## src/rtl/async_fifo_pkg.sv

```systemverilog
// Shared definitions for the async FIFO read- and write-side controllers.
// Holds the default depth exponent and the Gray/binary conversion helpers.
// Helpers operate on 32-bit values; callers zero-extend and truncate with casts.
package async_fifo_pkg;

    localparam int unsigned FIFO_DEPTH_BIT_DEFAULT = 4;
    localparam int unsigned CONV_W                 = 32;

    // Binary to reflected Gray code.
    function automatic logic [CONV_W-1:0] bin2gray(input logic [CONV_W-1:0] bin);
        return bin ^ (bin >> 1);
    endfunction

    // Reflected Gray code to binary; zero upper bits keep narrower values exact.
    function automatic logic [CONV_W-1:0] gray2bin(input logic [CONV_W-1:0] gray);
        logic [CONV_W-1:0] bin;
        bin = gray;
        for (int i = 1; i < int'(CONV_W); i++) begin
            bin = bin ^ (gray >> i);
        end
        return bin;
    endfunction

endpackage

```

## src/rtl/gray_to_bin.sv

```systemverilog
// Combinational Gray-to-binary converter of parameterized width.
// Ports:
//   gray  in   WIDTH  Gray-coded value
//   bin   out  WIDTH  binary equivalent (combinational)
module gray_to_bin #(
    parameter int unsigned WIDTH = 5
) (
    input  logic [WIDTH-1:0] gray,
    output logic [WIDTH-1:0] bin
);

    // Each binary bit is the XOR of all Gray bits at or above its position.
    for (genvar i = 0; i < int'(WIDTH); i++) begin : g_bit
        assign bin[i] = ^(gray >> i);
    end

endmodule

```

## src/rtl/async_fifo_rd_ctrl.sv

```systemverilog
// Read-side pointer and status controller of an asynchronous FIFO.
// Keeps the binary read pointer, publishes its Gray form to the write domain,
// and derives empty / almost_empty / fill level from the synchronized Gray
// write pointer. Every status output reflects the pointer after this cycle's read.
// Optional feature: define ASYNC_FIFO_RD_UNDERFLOW_EN for a sticky underflow flag
// (read_en while empty); otherwise underflow is constant 0.
// Ports:
//   r_clk                 in   1      read-domain clock
//   r_rst_n               in   1      synchronous active-low reset
//   read_en               in   1      consumer read request
//   write_addr_gray_sync  in   PW     synchronized Gray write pointer
//   read_addr_gray        out  PW     registered Gray read pointer
//   read_addr             out  DW     memory read address
//   empty                 out  1      registered empty flag
//   almost_empty          out  1      registered low-level flag
//   rd_level              out  PW     registered fill level
//   underflow             out  1      sticky underflow flag
module async_fifo_rd_ctrl
    import async_fifo_pkg::*;
#(
    parameter int unsigned FIFO_DEPTH_BIT  = FIFO_DEPTH_BIT_DEFAULT,
    parameter int unsigned ALMOST_EMPTY_TH = 2
) (
    input  logic                      r_clk,
    input  logic                      r_rst_n,
    input  logic                      read_en,
    input  logic [FIFO_DEPTH_BIT:0]   write_addr_gray_sync,
    output logic [FIFO_DEPTH_BIT:0]   read_addr_gray,
    output logic [FIFO_DEPTH_BIT-1:0] read_addr,
    output logic                      empty,
    output logic                      almost_empty,
    output logic [FIFO_DEPTH_BIT:0]   rd_level,
    output logic                      underflow
);

    localparam int unsigned PW = FIFO_DEPTH_BIT + 1;

    logic [PW-1:0] rd_bin;
    logic [PW-1:0] rd_bin_next;
    logic [PW-1:0] rd_gray_next;
    logic [PW-1:0] wr_bin;
    logic [PW-1:0] level_next;
    logic          read_fire;

    gray_to_bin #(
        .WIDTH (PW)
    ) u_wr_g2b (
        .gray (write_addr_gray_sync),
        .bin  (wr_bin)
    );

    // Next pointer and the status it implies; modulo arithmetic handles wrap.
    always_comb begin
        read_fire    = read_en & ~empty;
        rd_bin_next  = rd_bin + PW'(read_fire);
        rd_gray_next = PW'(bin2gray(CONV_W'(rd_bin_next)));
        level_next   = wr_bin - rd_bin_next;
    end

    // Pointer and status registers.
    always_ff @(posedge r_clk) begin
        if (!r_rst_n) begin
            rd_bin         <= '0;
            read_addr_gray <= '0;
            empty          <= 1'b1;
            almost_empty   <= 1'b1;
            rd_level       <= '0;
        end else begin
            rd_bin         <= rd_bin_next;
            read_addr_gray <= rd_gray_next;
            empty          <= (rd_gray_next == write_addr_gray_sync);
            almost_empty   <= (CONV_W'(level_next) <= CONV_W'(ALMOST_EMPTY_TH));
            rd_level       <= level_next;
        end
    end

    assign read_addr = rd_bin[FIFO_DEPTH_BIT-1:0];

`ifdef ASYNC_FIFO_RD_UNDERFLOW_EN
    // Sticky: set by any read attempt while empty, cleared only by reset.
    always_ff @(posedge r_clk) begin
        if (!r_rst_n) begin
            underflow <= 1'b0;
        end else if (read_en && empty) begin
            underflow <= 1'b1;
        end
    end
`else
    assign underflow = 1'b0;
`endif

endmodule

```

## config.mk

```make
export PLATFORM = sky130hd
export DESIGN_NAME = async_fifo_rd_ctrl
export DESIGN_NICKNAME = d
export VERILOG_FILES = /design/src/rtl/async_fifo_pkg.sv /design/src/rtl/gray_to_bin.sv /design/src/rtl/async_fifo_rd_ctrl.sv
export SDC_FILE = /design/constraint.sdc
export NUM_CORES = 1
export LEC_CHECK = 0
export ABC_CLOCK_PERIOD_IN_PS = 2880
export CAP_MARGIN = 20
export CELL_PAD_IN_SITES_DETAIL_PLACEMENT = 1
export CELL_PAD_IN_SITES_GLOBAL_PLACEMENT = 2
export CORE_ASPECT_RATIO = 1.25
export CORE_MARGIN = 5
export CORE_UTILIZATION = 26
export DETAILED_ROUTE_END_ITERATION = 6
export GPL_TIMING_DRIVEN = 0
export PLACE_DENSITY_LB_ADDON = 0.08
export SYNTH_ARGS = -nofsm -noshare
export SYNTH_HDL_FRONTEND = slang
export SYNTH_SLANG_ARGS = --single-unit
```

## constraint.sdc

```tcl
create_clock -name r_clk -period 2.88 [get_ports r_clk]
set_input_delay 0.432 -clock r_clk [delete_from_list [all_inputs] [get_ports r_clk]]
set_output_delay 0.432 -clock r_clk [all_outputs]
set_load 0.05 [all_outputs]
```

==> metrics.yaml <==
synth_mux_area_share_pct: 0
p_per_area_nw_per_um2: 510
place_ws_ns: -0.855
wl_met2_um: 1580
reg2reg_depth: 11
synth_xor_xnor_area_share_pct: 21.0
outcome: "completed"
multiInputGateArea_um2: 747
ir_drop_mv: 0.248
synth_fp_nets: 128
firstDrtPassIters: 4
maxCapViolCount: 0
vias: 947
critical_path_class: "in2reg"
highest_layer: "met4"
clk_pin_slew_ns: 0.06
rows: 26
hpwlAfterDp_um: 2340
rr_startpoint: "empty$_SDFF_PN1_"
io_buffer_count: 22
synth_common_cells: "16 x dfxtp_1, 10 x nor2_1, 8 x inv_1"
vias_per_cell: 4.71
wl_per_cell_um: 15.0
drtAntennaViolNets: 0
critical_path.max_fanout: 5
critPathCaptureType: "register"
grt_pass1_wl_um: 4990
clock_skew_ns: 0.00284
fin_crit_ns: 2.69
min_to: "read_addr_gray[4]$_SDFF_PN0_"
clock_tree.root_cell: "clkbuf_8"
drc: 0
rsz0062_at_grt: "false"
synth_fa_ha_area_share_pct: 5.89
r2r_end: "almost_empty$_SDFF_PN1_"
route.met3.wl_um: 121
synthSimpleGateAreaFrac_pct: 16.4
track_usage_pct: 12.4
grt_pass1_vias: 1011
htree_levels: 1
maxSlewViolCount: 0
synth_seq_area_share_pct: 30.2
synth_area_leaders: "dfxtp_1 30%, ha_1 5.9%, xnor2_1 5.8%"
cts_tree: "yes"
clock.fmax_mhz: 371
design.die.area_um2: 5470
synth_top_area_share_pct: 30.2
ys_types: 40
hp-class: "reg2reg"
yosysTopAreaCell: "dfxtp_1"
drtIter0Drc: 34
synth_compound_area_share_pct: 20.4
worst_pin_slew_ns: 0.553
routed_wl_um: 3020
async_flop_share_pct: 0
worstPathRequired_ns: 3.06
fin_nets: 160
placed_area_um2: 1370
hp-start: "read_addr_gray[4]$_SDFF_PN0_"
avgSynthCellArea_um2: 9.24
seq_area_um2: 322
syn_to_final_growth_pct: 41.2
num_antenna_cells: 0
setup_ws_ns: 0.188
antenna_found_initial: 0
yosys_warnings: 0
hold_depth: 2
gp_congestion: 0.701
p_leak_nw: 0.593
crit_start: "read_en"
final-setup-viol-count: 0
synth_edf_count: 0
drive_gt1_share_pct: 21.4
fin_area_um2: 1500
die_x_um: 67.2
cts_sinks: 16
worstPathArrival_ns: 2.87
ys.flop_type: "dfxtp_1"
grt_start_max_net_pins: 11
period_share_pct: 93.5
start_util_pct: 26.3
yosysMostFrequentCell: "dfxtp_1"
ios: 25
netlist_instances: 115
clock_path_buffers: 2
critPathLaunchType: "primary input"
die_y_um: 81.5
syn_area_um2: 1060
hold_viol_final: 0
wl_met1_um: 1270
max_slew_margin_pct: 63.1
synth_top_family_by_area: "XOR/XNOR gates"
synth_seq_cells: 16
clkLatencyLatePin_ns: 0.25
cts_buffers: 3
reg2reg_slack_ns: 0.53
fill_cells: 501
grt-ovfl-total: 0
core_um2: 4030
[state kept, by name (all words and copies together) (netlist names)]
| signal | count |
|---|---|
| almost_empty | 1 |
| rd_bin | 4 |
| rd_level | 5 |
| empty | 1 |
| read_addr_gray | 5 |
[how the worst max path moves through the flow]
| stage | to | slack (ns) | cells after the start |
|---|---|---|---|
| global placement | almost_empty$_SDFF_PN1_ | -0.84 | 13 |
| floorplan | almost_empty$_SDFF_PN1_ | 0.04 | 11 |
| global route | almost_empty$_SDFF_PN1_ | 0.08 | 12 |
| CTS | almost_empty$_SDFF_PN1_ | -0.03 | 12 |
| finish | almost_empty$_SDFF_PN1_ | 0.19 | 12 |
| detailed placement | almost_empty$_SDFF_PN1_ | -0.86 | 13 |
[cell type report]
type	instances	area share (%)
Multi-Input combinational cell	86	49.8
Clock buffer	3	2.75
Buffer	3	1.50
Timing Repair Buffer	28	17.2
Tap cell	56	4.67
Inverter	9	2.67
Sequential cell	16	21.4
[worst max-delay path, stage by stage]
cell and delay (ns):
clkdlybuf4s50_1 0.40, nor2b_1 0.13, ha_2 0.19, ha_4 0.28, clkinvlp_4 0.11, xnor2_2 0.17, ha_4 0.18, o21bai_1 0.16
or3_4 0.35, a41oi_2 0.22, o221ai_2 0.13, nor3_2 0.11
[timing repair]
action,CTS,global route
endpoints found under the setup margin,3,2
gates resized for setup,9,9
hold buffers,0,0
hold endpoints to repair,0,0
pin swaps,3,4
buffers inserted,3,3
[per-stage QoR]
| stage | hold slack, ns | utilization, % | total power, mW | cells | TNS [ns] |
|---|---|---|---|---|---|
| 4_1_cts | 0.682 | 36.3 | 0.769 | 198 | -0.0262 |
| 3_5_place_dp | 0.665 | 33.8 | 0.571 | 193 | -2.21 |
| 3_3_place_gp | 0.623 | 33.8 | 0.566 | 193 | -2.12 |
| 2_1_floorplan | 0.498 | - | 0.480 | 115 | 0 |
| 6_report | 0.679 | 37.2 | 0.765 | 201 | 0 |
| 5_1_grt | 0.709 | 37.2 | 0.816 | 201 | 0 |
[power breakdown]
group	leakage [nW]	internal (mW)	switching [mW]	total, mW
sequential	0.131	0.244	0.00647	0.250
combinational	0.440	0.145	0.200	0.345
clock	0.0216	0.0927	0.0772	0.170
total	0.593	0.481	0.284	0.765
[logic make-up after synthesis]
| kind of cell | after synthesis |
|---|---|
| buf+inv | 13 |
| xor+xnor | 18 |
| fa+ha+maj | 5 |
| flops | 16 |
| other cells | 1 |
| compound gates | 29 |
| simple gates | 33 |
[cells in the final DEF, fill, tap and decap left out, drive strengths merged]
cell type,instances
clkdlybuf4s50,19
dfxtp,16
nor2,10
xnor2,9
buf,8
inv,8
xor2,6
clkbuf,6
o211ai,5
a21oi,5
o21ai,5
ha,5
nand3,4
nand2,4
nor2b,3
xnor3,3
a221oi,3
nor3,3
o21bai,2
and2,2
a21boi,2
nand2b,2
clkinvlp,1
or4,1
or3,1
nand4,1
and3,1
o41ai,1
a32o,1
a31oi,1
o21a,1
a41oi,1
o2111ai,1
o221ai,1
or2,1
conb,1
dlymetal6s2s,1
[metal layers]
layer | global-route usage, % | vias to the layer above
li1 | - | 466
met1 | 13.9 | 457
met2 | 22.5 | 20
met3 | 2.33 | 4
met4 | 5.48 | 0
met5 | 0 | -
(Power assumes the default switching activity.)
